<file path="src/rtl/oam_dma_pkg.sv">
// Shared definitions for the sprite-DMA engine: trigger/destination addresses
// and the transfer state encoding used by the bus mux and PPU register decode.
package oam_dma_pkg;

  localparam logic [15:0] DMA_REG_ADDR  = 16'h4014;
  localparam logic [15:0] OAM_DATA_ADDR = 16'h2004;
  localparam int          XFER_LEN      = 256;

  typedef enum logic [2:0] {
    IDLE,
    HALT,
    ALIGN,
    READ,
    WRITE
  } dma_state_e;

endpackage

</file>
<file path="src/rtl/oam_dma.sv">
// Sprite DMA: a CPU write to $4014 pauses the CPU and copies page {page,00..FF}
// to the OAM data port, alternating bus reads and writes on get/put cycles.
module oam_dma
  import oam_dma_pkg::*;
(
  input  logic        clk,
  input  logic        reset_n,
  input  logic        ce,
  input  logic [15:0] cpu_aout,
  input  logic [7:0]  cpu_dout,
  input  logic        cpu_mw,
  input  logic [7:0]  bus_din,
  output logic        cpu_pause,
  output logic [15:0] dma_aout,
  output logic [7:0]  dma_dout,
  output logic        dma_mr,
  output logic        dma_mw
);

  localparam logic [7:0] LAST_IDX = 8'(XFER_LEN - 1);

  dma_state_e state_q, state_d;
  logic       parity_q;
  logic [7:0] page_q, page_d;
  logic [7:0] idx_q, idx_d;
  logic [7:0] data_q, data_d;

  always_ff @(posedge clk) begin
    if (!reset_n) begin
      state_q  <= IDLE;
      parity_q <= 1'b0;
      page_q   <= 8'h00;
      idx_q    <= 8'h00;
      data_q   <= 8'h00;
    end else if (ce) begin
      state_q  <= state_d;
      parity_q <= ~parity_q;
      page_q   <= page_d;
      idx_q    <= idx_d;
      data_q   <= data_d;
    end
  end

  always_comb begin
    state_d = state_q;
    page_d  = page_q;
    idx_d   = idx_q;
    data_d  = data_q;
    unique case (state_q)
      IDLE: begin
        if (cpu_mw && (cpu_aout == DMA_REG_ADDR)) begin
          page_d  = cpu_dout;
          idx_d   = 8'h00;
          state_d = HALT;
        end
      end
      // Reads must land on parity 0; an odd halt cycle already sets that up.
      HALT:  state_d = parity_q ? READ : ALIGN;
      ALIGN: state_d = READ;
      READ: begin
        data_d  = bus_din;
        state_d = WRITE;
      end
      WRITE: begin
        idx_d   = idx_q + 8'h01;
        state_d = (idx_q == LAST_IDX) ? IDLE : READ;
      end
      default: state_d = IDLE;
    endcase
  end

  // Outputs decode from registered state only, so no cpu_* input reaches them.
  always_comb begin
    cpu_pause = (state_q != IDLE);
    dma_aout  = 16'h0000;
    dma_dout  = 8'h00;
    dma_mr    = 1'b0;
    dma_mw    = 1'b0;
    case (state_q)
      READ: begin
        dma_aout = {page_q, idx_q};
        dma_mr   = 1'b1;
      end
      WRITE: begin
        dma_aout = OAM_DATA_ADDR;
        dma_dout = data_q;
        dma_mw   = 1'b1;
      end
      default: ;
    endcase
  end

endmodule
</file>
<file path="config.mk">
export PLATFORM = sky130hd
export DESIGN_NAME = oam_dma
export DESIGN_NICKNAME = d
export VERILOG_FILES = /design/src/rtl/oam_dma_pkg.sv /design/src/rtl/oam_dma.sv
export SDC_FILE = /design/constraint.sdc
export NUM_CORES = 1
export LEC_CHECK = 0
export ABC_AREA = 1
export BUFFER_PORTS_ARGS = -buffer_cell sky130_fd_sc_hd__buf_2
export CAP_MARGIN = 20
export CELL_PAD_IN_SITES_DETAIL_PLACEMENT = 1
export CELL_PAD_IN_SITES_GLOBAL_PLACEMENT = 2
export CORE_ASPECT_RATIO = 1.1
export CORE_UTILIZATION = 26
export CTS_BUF_LIST = sky130_fd_sc_hd__clkbuf_4 sky130_fd_sc_hd__clkbuf_8
export CTS_CLUSTER_DIAMETER = 80
export DETAILED_ROUTE_END_ITERATION = 6
export GPL_TIMING_DRIVEN = 0
export PLACE_DENSITY_LB_ADDON = 0.2
export SETUP_SLACK_MARGIN = 0.3
export SYNTH_ARGS = -nofsm -noshare
export SYNTH_HDL_FRONTEND = slang
export SYNTH_SLANG_ARGS = --single-unit
export TNS_END_PERCENT = 20
</file>
<file path="constraint.sdc">
create_clock -name clk -period 3.7 [get_ports clk]
set_clock_uncertainty 0.15 [all_clocks]
set_input_delay 0.74 -clock clk [delete_from_list [all_inputs] [get_ports clk]]
set_output_delay 0.74 -clock clk [all_outputs]
set_load 0.02 [all_outputs]
</file>
==> reports/metrics.cfg <==
[status]
status = finished, final reports clean

[power]
p_comb_frac = 0.060
p_leak_uw = 0.000832
vdd_ir_drop_max_mv = 0.159
p_per_area_mw_per_mm2 = 276
switching_power_uw = 114
power_frac_seq = 0.574
p_clk_frac = 0.367
sw_frac_of_total = 0.215
internal_power_uw = 415

[critical_path]
crit_path_frequent_cell = inv_1
critPathKind = reg -> out
worstPathCellList = inv_1 -> nor3_4 -> inv_1 -> clkbuf_1 -> nor2_1 -> buf_2
max_stage_delay_ps = 420
crit_arrival_ps = 1920
path_buf_inv = 4
cp-start-kind = flip-flop
cp_top_family = buffers and inverters
worst-r2r-setup-slack_ps = 1960
crit_fanout = 10
crit_required_ps = 2810
cp_slowest_cell = dfxtp_1
endpoint_kind = output pin

[timing]
fin_crit_sh = 0.759
max_freq_ghz = 0.356
fin_crit_ps = 2810
fin_ws_ps = 893
setup_violations = 0
tightest_slew_ps = 609
hold_violations = 0
finalMaxSlewViolations = 0
fin_tns_setup_ps = 0
rsz0062_at_grt = no
slew_headroom = 0.594

[die]
ios = 63
dieArea_mm2 = 0.00592
die_w_um = 73.5
rows = 28
die_h_um = 80.6
initial_core_util = 0.271
core-area_mm2 = 0.00540

[clock_network]
cts_setup_buffers = 0
clk_latency_ps = 270
cts_num_sinks = 28
cts_made_buffers = 3
cts.clk_slew.worst_paths_ps = 100
htreeDepth = 1
cts_tree = yes
cts_resized = 0
cts_root_buf = clkbuf_8
cts_max_path_buffers = 2
cts_hold_buf = 0

[logic_synthesis]
synth_nets = 267
yosys.area_share.simple = 0.350
syn_inst = 230
ys_ff_latch = 28
avgSynthCellArea_um2 = 6.35
ys_seq_area_frac = 0.384
synth_top_family_by_area = simple AND/OR/NAND/NOR gates
synth_warnings = 0
async_reset_ff_frac = 0
synth_cell_types = 26
syn-cell-area_mm2 = 0.00146
synth_compound_area_frac = 0.137
synth_edf_count = 0
ys.flop_type = dfxtp_1
synthAdderAreaFrac = 0.00857
synthMuxAreaShare = 0
synth_xor_area_frac = 0.00600

[routing]
final_antenna_net_count = 0
dr.pass1.iters = 3
drt_iter0_drc = 39
vias = 1571
wire_per_inst_um = 10.9
drcViolationCount = 0
totalWireLength_um = 4030
avgViaCountPerCell = 4.25

[placement]
routabilityCongestion = 0.710
dpl.hpwl_um = 3170
port_buffers = 61
pre_cts_slack_ps = 1160

[cells_and_area]
final_util = 0.355
layout-drive-gt1-share = 0.261
antenna_cells = 0
final_nets = 333
areaGrowthSynthToFinish_pct = 31.1

[run]
maxCapViolations = 0

[global_route]
grt_pass1_vias = 1636
grt_pass1_wl_um = 7270
grt_max_degree = 16
grt-ovfl-total = 0
grt_usage = 0.156
antenna_found_initial = 0

[worst_hold_path]
hold_path_class = reg -> reg

[cells by family after synthesis]
logic type / count (synthesis)
xor+xnor: 1
buf+inv: 41
fa+ha+maj: 1
simple gates: 119
flops: 28
compound gates: 40
[worst paths after layout]
| kind | start | to | cells past startpoint |
|---|---|---|---|
| max | state_q[0] | dma_aout[15] | 6 |
| min | data_q[4] | data_q[4] | 2 |
| min reg2reg | data_q[4] | data_q[4] | 2 |
| max reg2reg | idx_q[1] | state_q[0] | 8 |
[worst reg2reg max path, delay by kind of cell, from the launching register on]
family	cells	cell delay, ps
AND/OR/NAND/NOR	5	540
flip-flops	1	390
AO/OA/AOI/OAI	2	360
adder cells (fa/ha/maj)	1	180
[layout by cell type, fill, tap and decap left out, drive strengths merged]
| cell type | n |
|---|---|
| inv | 33 |
| ha | 1 |
| nor3 | 2 |
| or2 | 2 |
| a21oi | 19 |
| xnor2 | 1 |
| buf | 64 |
| nand2 | 37 |
| clkinv | 1 |
| dfxtp | 28 |
| nand4 | 1 |
| o21ai | 21 |
| nand3 | 18 |
| clkbuf | 8 |
| nor2 | 58 |
| nor3b | 1 |
[sequential cells by signal (all words and copies together), names as in the netlist]
name and count:
idx_q 8, parity_q 1, state_q 3, page_q 8, data_q 8
[synth_stat cells (all sizes together) (2+ instances only)]
master / n / area share
a21oi: 19 / 0.065
buf: 3 / 0.016
clkbuf: 4 / 0.010
dfxtp: 28 / 0.38
inv: 33 / 0.085
nand2: 37 / 0.097
nand3: 18 / 0.065
nor2: 58 / 0.16
nor3: 2 / 0.015
o21ai: 21 / 0.072
or2: 2 / 0.0086
[routing by layer]
| layer | vias up | track usage | routed length, um |
|---|---|---|---|
| met5 | - | 0 | 0 |
| met4 | 0 | 0.0346 | 21 |
| met3 | 2 | 0.0251 | 140 |
| met2 | 30 | 0.272 | 1920 |
| met1 | 692 | 0.200 | 1950 |
| li1 | 847 | - | - |
[power groups by stage]
| stage | clock (uW) | combinational (uW) | sequential, uW |
|---|---|---|---|
| after floorplan | 0 | 10.9 | 310 |
| final | 194 | 31.6 | 303 |
| after CTS | 204 | 32.5 | 303 |
| after detailed placement | 0 | 32.4 | 310 |
| after global routing | 213 | 36.6 | 303 |
| after global placement | 0 | 31.9 | 310 |
[per-stage QoR]
step	hold slack, ps	cells	cell area [um^2]	total power [uW]
floorplan	280	230	1460	321
global placement	293	366	1860	342
detailed placement	298	366	1860	342
CTS	314	370	1910	539
global route	335	370	1910	553
finish	310	370	1910	528
[final cells by class]
class | instances | area [um^2]
flip-flops and latches | 28 | 561
repair buffers | 61 | 305
inverters | 34 | 128
multi-input cells | 161 | 733
plain buffers | 7 | 38.8
fillers | 755 | 3480
well taps | 75 | 93.8
clock buffers | 4 | 55.1
Power figures use the tool's default switching activity.
